<file path="config.mk">
export PLATFORM = sky130hd
export DESIGN_NAME = apb_led_slave
export DESIGN_NICKNAME = d
export VERILOG_FILES = /design/src/rtl/apb_led_pkg.sv /design/src/rtl/apb_led_blink.sv /design/src/rtl/apb_led_slave.sv
export SDC_FILE = /design/constraint.sdc
export NUM_CORES = 1
export LEC_CHECK = 0
export BUFFER_PORTS_ARGS = -buffer_cell sky130_fd_sc_hd__buf_2
export CAP_MARGIN = 25
export CORE_ASPECT_RATIO = 0.7
export CORE_UTILIZATION = 40
export DETAILED_ROUTE_END_ITERATION = 8
export HOLD_SLACK_MARGIN = 0.08
export PLACE_DENSITY = 0.6
export SKIP_LAST_GASP = 1
export SLEW_MARGIN = 20
export SYNTH_ARGS = -nofsm -noshare
export SYNTH_HDL_FRONTEND = slang
export SYNTH_SLANG_ARGS = --single-unit
</file>
<file path="constraint.sdc">
create_clock -name pclk -period 5 [get_ports pclk]
set_input_delay 1.5 -clock pclk [delete_from_list [all_inputs] [get_ports pclk]]
set_output_delay 1.5 -clock pclk [all_outputs]
set_load 0.03 [all_outputs]
</file>
<file path="src/rtl/apb_led_pkg.sv">
`default_nettype none
// ============================================================================
// Module      : apb_led_pkg
// Description : Shared types and constants for the APB LED completer:
//               handshake state encoding, register offsets and CTRL bit
//               positions.
// Revision    : 1.0 - initial release
// ============================================================================
package apb_led_pkg;

    // Handshake state of the APB completer
    typedef enum logic [1:0] {
        ST_IDLE = 2'd0,
        ST_WAIT = 2'd1,
        ST_DONE = 2'd2
    } state_t;

    // Register byte offsets within the 16-byte register window
    localparam logic [3:0] REG_CTRL   = 4'h0;
    localparam logic [3:0] REG_DATA   = 4'h4;
    localparam logic [3:0] REG_PERIOD = 4'h8;
    localparam logic [3:0] REG_STATUS = 4'hC;

    // CTRL register bit positions
    localparam int CTRL_EN_BIT    = 0;
    localparam int CTRL_BLINK_BIT = 1;

endpackage
`default_nettype wire

</file>
<file path="src/rtl/apb_led_blink.sv">
`default_nettype none
// ============================================================================
// Module      : apb_led_blink
// Description : Blink engine. Counts cnt from 0 to period-1 and toggles
//               phase on every wrap while enabled.
// Ports       : pclk, presetn (sync, active-low)
//               en, blink_en   - CTRL bits; engine runs when both are set
//               period         - blink half-period in pclk cycles (0 = hold)
//               period_wr      - pulse on a committed PERIOD write
//               phase, cnt     - engine state
// Revision    : 1.0 - initial release
// ============================================================================
module apb_led_blink
    import apb_led_pkg::*;
#(
    parameter int PERIOD_WIDTH = 24
) (
    input  logic                    pclk,
    input  logic                    presetn,
    input  logic                    en,
    input  logic                    blink_en,
    input  logic [PERIOD_WIDTH-1:0] period,
    input  logic                    period_wr,
    output logic                    phase,
    output logic [PERIOD_WIDTH-1:0] cnt
);

    logic                    phase_q;
    logic                    phase_d;
    logic [PERIOD_WIDTH-1:0] cnt_q;
    logic [PERIOD_WIDTH-1:0] cnt_d;
    logic                    w_wrap;

    always_comb begin
        // ">=" keeps the counter from running away if it is ever above the
        // last count value; a PERIOD write clears it anyway.
        w_wrap  = (period != '0) && (cnt_q >= (period - PERIOD_WIDTH'(1)));
        cnt_d   = cnt_q;
        phase_d = phase_q;
        if (!(en && blink_en)) begin
            // Parked state: restart a fresh "LEDs on" half-period next time
            cnt_d   = '0;
            phase_d = 1'b1;
        end else if (period_wr) begin
            // A PERIOD write always restarts the count but a coincident
            // wrap still flips the phase.
            cnt_d = '0;
            if (w_wrap) begin
                phase_d = ~phase_q;
            end
        end else if (w_wrap) begin
            cnt_d   = '0;
            phase_d = ~phase_q;
        end else if (period != '0) begin
            cnt_d = cnt_q + PERIOD_WIDTH'(1);
        end
    end

    always_ff @(posedge pclk) begin
        if (!presetn) begin
            cnt_q   <= '0;
            phase_q <= 1'b1;
        end else begin
            cnt_q   <= cnt_d;
            phase_q <= phase_d;
        end
    end

    assign phase = phase_q;
    assign cnt   = cnt_q;

endmodule
`default_nettype wire

</file>
<file path="src/rtl/apb_led_slave.sv">
`default_nettype none
// ============================================================================
// Module      : apb_led_slave
// Description : APB completer for the LED slot. Register bank (CTRL, DATA,
//               PERIOD, STATUS) with byte-strobed writes, programmable wait
//               states and a registered LED output with hardware blinking.
// Ports       : pclk, presetn (sync, active-low)
//               psel, penable, pwrite, paddr, pwdata, pstrb - APB request
//               pready_o, prdata_o, pslverr_o               - APB response
//               led_o                                       - LED drive
// Revision    : 1.0 - initial release
// ============================================================================
module apb_led_slave
    import apb_led_pkg::*;
#(
    parameter int PADDR_WIDTH  = 16,
    parameter int DATA_WIDTH   = 32,
    parameter int LED_NUM      = 8,
    parameter int WAIT_STATES  = 0,
    parameter int PERIOD_WIDTH = 24
) (
    input  logic                    pclk,
    input  logic                    presetn,
    input  logic                    psel,
    input  logic                    penable,
    input  logic                    pwrite,
    input  logic [PADDR_WIDTH-1:0]  paddr,
    input  logic [DATA_WIDTH-1:0]   pwdata,
    input  logic [DATA_WIDTH/8-1:0] pstrb,
    output logic                    pready_o,
    output logic [DATA_WIDTH-1:0]   prdata_o,
    output logic                    pslverr_o,
    output logic [LED_NUM-1:0]      led_o
);

    localparam logic [3:0] WS = 4'(WAIT_STATES);

    state_t                  state_q;
    state_t                  state_d;
    logic [3:0]              wcnt_q;
    logic [3:0]              wcnt_d;
    logic [1:0]              ctrl_q;
    logic [1:0]              ctrl_d;
    logic [LED_NUM-1:0]      data_q;
    logic [LED_NUM-1:0]      data_d;
    logic [PERIOD_WIDTH-1:0] period_q;
    logic [PERIOD_WIDTH-1:0] period_d;
    logic [LED_NUM-1:0]      led_q;
    logic [LED_NUM-1:0]      led_d;

    logic                    w_setup;
    logic                    w_access;
    logic                    w_unmapped;
    logic                    w_ready;
    logic                    w_commit;
    logic                    w_period_wr;
    logic [DATA_WIDTH-1:0]   w_rd_mux;
    logic                    w_phase;
    logic [PERIOD_WIDTH-1:0] w_cnt;
    logic                    w_unused_ok;

    assign w_setup    = psel & ~penable;
    assign w_access   = psel &  penable;
    assign w_unmapped = |paddr[PADDR_WIDTH-1:4];

    // Byte-lane bits not backed by a register and the ignored address LSBs
    assign w_unused_ok = ^{paddr[1:0], pwdata, pstrb};

    // ------------------------------------------------------------------
    // Handshake FSM; pready is combinational so a zero-wait-state access
    // completes in its first access cycle.
    // ------------------------------------------------------------------
    always_comb begin
        state_d = state_q;
        wcnt_d  = wcnt_q;
        w_ready = 1'b0;
        case (state_q)
            ST_IDLE: begin
                if (w_setup) begin
                    state_d = ST_WAIT;
                    wcnt_d  = 4'd0;
                end else if (w_access && (WS == 4'd0)) begin
                    w_ready = 1'b1;
                    state_d = ST_DONE;
                end
            end
            ST_WAIT: begin
                if (!psel) begin
                    // Initiator abandoned the transfer
                    state_d = ST_IDLE;
                    wcnt_d  = 4'd0;
                end else if (!penable) begin
                    wcnt_d = 4'd0;
                end else if (wcnt_q == WS) begin
                    w_ready = 1'b1;
                    state_d = ST_DONE;
                end else begin
                    wcnt_d = wcnt_q + 4'd1;
                end
            end
            ST_DONE: begin
                if (w_setup) begin
                    state_d = ST_WAIT;
                    wcnt_d  = 4'd0;
                end else begin
                    state_d = ST_IDLE;
                end
            end
            default: begin
                state_d = ST_IDLE;
                wcnt_d  = 4'd0;
            end
        endcase
        // Never report completion while reset is being applied
        if (!presetn) begin
            w_ready = 1'b0;
        end
    end

    assign w_commit = w_ready & pwrite & ~w_unmapped;

    // ------------------------------------------------------------------
    // Register write path with per-byte strobes
    // ------------------------------------------------------------------
    always_comb begin
        ctrl_d      = ctrl_q;
        data_d      = data_q;
        period_d    = period_q;
        w_period_wr = 1'b0;
        if (w_commit) begin
            case (paddr[3:2])
                REG_CTRL[3:2]: begin
                    if (pstrb[0]) begin
                        ctrl_d = pwdata[1:0];
                    end
                end
                REG_DATA[3:2]: begin
                    for (int b = 0; b < LED_NUM; b++) begin
                        if (pstrb[b/8]) begin
                            data_d[b] = pwdata[b];
                        end
                    end
                end
                REG_PERIOD[3:2]: begin
                    w_period_wr = 1'b1;
                    for (int b = 0; b < PERIOD_WIDTH; b++) begin
                        if (pstrb[b/8]) begin
                            period_d[b] = pwdata[b];
                        end
                    end
                end
                default: begin
                    // STATUS is read-only
                end
            endcase
        end
    end

    // ------------------------------------------------------------------
    // Read mux; unused bits and unmapped addresses read as zero
    // ------------------------------------------------------------------
    always_comb begin
        w_rd_mux = '0;
        if (!w_unmapped) begin
            case (paddr[3:2])
                REG_CTRL[3:2]:   w_rd_mux[1:0] = ctrl_q;
                REG_DATA[3:2]:   w_rd_mux[LED_NUM-1:0] = data_q;
                REG_PERIOD[3:2]: w_rd_mux[PERIOD_WIDTH-1:0] = period_q;
                default: begin
                    w_rd_mux[0] = w_phase;
                    for (int i = 0; i < PERIOD_WIDTH; i++) begin
                        if (i + 1 < DATA_WIDTH) begin
                            w_rd_mux[i+1] = w_cnt[i];
                        end
                    end
                end
            endcase
        end
    end

    assign pready_o  = w_ready;
    assign prdata_o  = w_ready ? w_rd_mux : '0;
    assign pslverr_o = w_ready & w_unmapped;

    // ------------------------------------------------------------------
    // LED drive
    // ------------------------------------------------------------------
    always_comb begin
        led_d = '0;
        if (ctrl_q[CTRL_EN_BIT]) begin
            if (!ctrl_q[CTRL_BLINK_BIT] || w_phase) begin
                led_d = data_q;
            end
        end
    end

    assign led_o = led_q;

    always_ff @(posedge pclk) begin
        if (!presetn) begin
            state_q  <= ST_IDLE;
            wcnt_q   <= 4'd0;
            ctrl_q   <= 2'b00;
            data_q   <= '0;
            period_q <= '0;
            led_q    <= '0;
        end else begin
            state_q  <= state_d;
            wcnt_q   <= wcnt_d;
            ctrl_q   <= ctrl_d;
            data_q   <= data_d;
            period_q <= period_d;
            led_q    <= led_d;
        end
    end

    apb_led_blink #(
        .PERIOD_WIDTH (PERIOD_WIDTH)
    ) u_blink (
        .pclk      (pclk),
        .presetn   (presetn),
        .en        (ctrl_q[CTRL_EN_BIT]),
        .blink_en  (ctrl_q[CTRL_BLINK_BIT]),
        .period    (period_q),
        .period_wr (w_period_wr),
        .phase     (w_phase),
        .cnt       (w_cnt)
    );

endmodule
`default_nettype wire

</file>
==> run_results.csv <==
group,metric,value,unit
floorplanning,die_w,130,um
synthesis,yosys.area_share.simple,28.3,%
route,via_per_inst,5.28,
finish,fin_util,48.8,%
sta,setup_violations,0,
synthesis,syn_avg_cell_area,8.80,sq um
place,dp_hpwl,8.68,mm
min_path,hold_class,"flop to flop",
sta,fin_setup_tns,0,ps
global_route,grt_max_degree,42,
sta,hold_viol,0,
synthesis,synth_async_sr_flop_share,0,%
sta,drv_slew,0,
route,antenna_left,0,
place,io_buffers,80,
finish,final_area,5400,sq um
global_route,grt_overflow_total,0,
pwr,p_leak,2.50,nW
synthesis,muxShareOfSynthArea,13.3,%
route,totalWireLength,11.4,mm
sta,setup_slack,571,ps
floorplanning,dieArea,11800,sq um
synthesis,postSynthCellCount,518,
outcome,status,"complete, no violations",
synthesis,dominantRegCellSynth,"dfxtp_1",
sta,relSlewSlack,45.0,%
setup_path,crit_fanout,17,
clock_tree,cts_setup_buffers,0,
clock_tree,cts_root_buf,"clkbuf_16",
finish,drive_gt1_share,19.0,%
synthesis,ys_seq_elements,73,
route,drcViolationCount,0,
synthesis,synth_compound_area_share,6.81,%
global_route,grt_use_total,20.3,%
synthesis,seq_area_frac_synth,32.1,%
setup_path,path_buf_inv,3,
global_route,grt_pass1_wl,18.8,mm
floorplanning,pin_count,99,
synthesis,synth_top_area_share,32.1,%
floorplanning,row_count,32,
place,place_congestion,0.803,
setup_path,cp_top_family,"simple AND/OR/NAND/NOR gates",
setup_path,critical_path.most_common_cell,"buf_2",
setup_path,endpoint_kind,"output port",
clock_tree,cts.path.max_buffers,2,
synthesis,yosys_warnings,0,
pwr,power_density,239,nW/um^2
pwr,ir_worst_vdd,0.000135,V
sta,fmax,226,MHz
finish,final_cell_mix,"80 x buf_2, 73 x dfxtp_1, 62 x nor2_1",
global_route,grt_pass1_vias,3761,
synthesis,yosys.area.top_type,"dfxtp_1",
sta,worst_pin_slew,821,ps
clock_tree,clk_pin_slew,60,ps
place,placedCellCount,741,
finish,layout_commonest_cell,"buf_2",
route,drtIter0Drc,297,
sta,skew,10.2,ps
synthesis,yosysUniqueCellTypes,46,
place,dpl-instance-area,5090,sq um
finish,fill_cells,1091,
synthesis,synth-edff-count,0,
synthesis,synth-adder-area-share,7.96,%
global_route,antenna_found_initial,0,
sta,fin_crit,4430,ps
setup_path,max_stage_delay,330,ps
route,dr.pass1.iters,4,
floorplanning,fp.dieH,91.3,um
route,vias,4005,
clock_tree,htreeDepth,3,
clock_tree,cts_tree,"done",
setup_path,slowest_stage,"nor4_1",
setup_path,startpoint_type,"primary input",
setup_path,path_cells,"buf_2 > nor4_1 > and3_1 > nand3_1 > buf_4 > nor2_1 > buf_2",
clock_tree,clock_sinks,73,
floorplanning,initial_utilization,41.2,%
setup_path,crit_type,"primary input to output port",
finish,final_nets,686,
clock_tree,cts_resized,0,
sta,fin_crit_sh,88.6,%
synthesis,synth_top_family_by_area,"simple AND/OR/NAND/NOR gates",
setup_path,crit_arrival,2930,ps
finish,layoutNonFillerInstCount,758,
setup_path,cp_data_required_time,3500,ps
finish,areaGrowthSynthToFinish,18.4,%
sta,rsz0062_at_grt,"false",
place,place_ws,598,ps
route,wl_per_cell,15.0,um
clock_tree,cts_hold_buf,0,
synthesis,ys_top_cells_by_area,"dfxtp_1 32%, mux2i_1 12%, ha_1 8.0%",
floorplanning,core-area,11100,sq um
job,max_cap_viol_count,0,
synthesis,synth-xor-area-share,7.88,%
synthesis,syn-cell-area,4560,sq um
clock_tree,cts_made_buffers,9,
clock_tree,clk_latency,340,ps
finish,diodes,0,
==> kinds of logic after synthesis <==
logic type	after synthesis
other	1
AND/OR/NAND/NOR	236
XOR/XNOR	41
buffers and inverters	32
AO/OA/AOI/OAI	48
flip-flops	73
multiplexers	58
adder cells (fa/ha/maj)	29
==> per-stage QoR <==
step / hold slack [ps] / power (mW)
after floorplan: 446 / 0.637
after global placement: 472 / 0.658
after detailed placement: 473 / 0.659
after CTS: 486 / 1.31
after global routing: 509 / 1.34
final: 491 / 1.29
==> state kept, by name (all words and copies together), names as in the netlist <==
register       cells
led_o              8
u_blink.cnt       24
state_q            2
data_q             8
u_blink.phase      1
wcnt_q             4
ctrl_q             2
period_q          24
==> where the power goes <==
part,internal [mW],switching [mW],total [mW]
registers,0.583,0.00123,0.584
logic,0.0276,0.0346,0.0621
clock network,0.398,0.247,0.646
==> routing by layer <==
metal | track usage, % | up-vias | share of wire, %
met5 | 0 | - | 0
met4 | 5.81 | 0 | 0.96
met3 | 4.54 | 13 | 5.6
met2 | 29.9 | 97 | 44
met1 | 29.4 | 1902 | 50
li1 | - | 1993 | -
==> path summary, 6_finish.rpt <==
path | from | to | slack [ps] | cells past startpoint
worst min-delay path | data_q[6]$_SDFFE_PN0P_ | led_o[6]$_SDFF_PN0_ | 490 | 1
worst max register to register | period_q[2]$_SDFFE_PN0P_ | u_blink.cnt[23]$_SDFFE_PP0P_ | 620 | 13
worst max-delay path | paddr[10] | prdata_o[10] | 570 | 7
worst min register to register | data_q[6]$_SDFFE_PN0P_ | led_o[6]$_SDFF_PN0_ | 490 | 1
==> worst register-to-register path: cells and delay by family (launching register included) <==
family | cells | cell delay, ps
simple gates | 8 | 2620
flops | 1 | 370
fa+ha+maj | 1 | 290
compound gates | 2 | 640
buf+inv | 1 | 160
xor+xnor | 1 | 160
==> layout make-up <==
| type | instances | area, sq um | share of cell area, % |
|---|---|---|---|
| clock buffers | 11 | 243 | 4.50 |
| clock inverters | 5 | 55.1 | 1.02 |
| inverters | 11 | 41.3 | 0.765 |
| multi-input cells | 419 | 2960 | 54.8 |
| flip-flops and latches | 73 | 1460 | 27.1 |
| well taps | 153 | 191 | 3.55 |
| repair buffers | 86 | 449 | 8.32 |
==> cell usage after synthesis, types with 10 or more instances <==
library cell	number
dfxtp_1	73
nor2_1	62
mux2i_1	56
nor2b_1	40
ha_1	29
nand2_1	24
xnor2_1	24
nand4_1	21
a21oi_1	18
xor2_1	17
nor3_1	15
and2_1	14
o21ai_0	14
and3_1	11
clkbuf_1	11
inv_1	11
nand3_1	10
No activity file was read; power rests on OpenSTA's default activity.
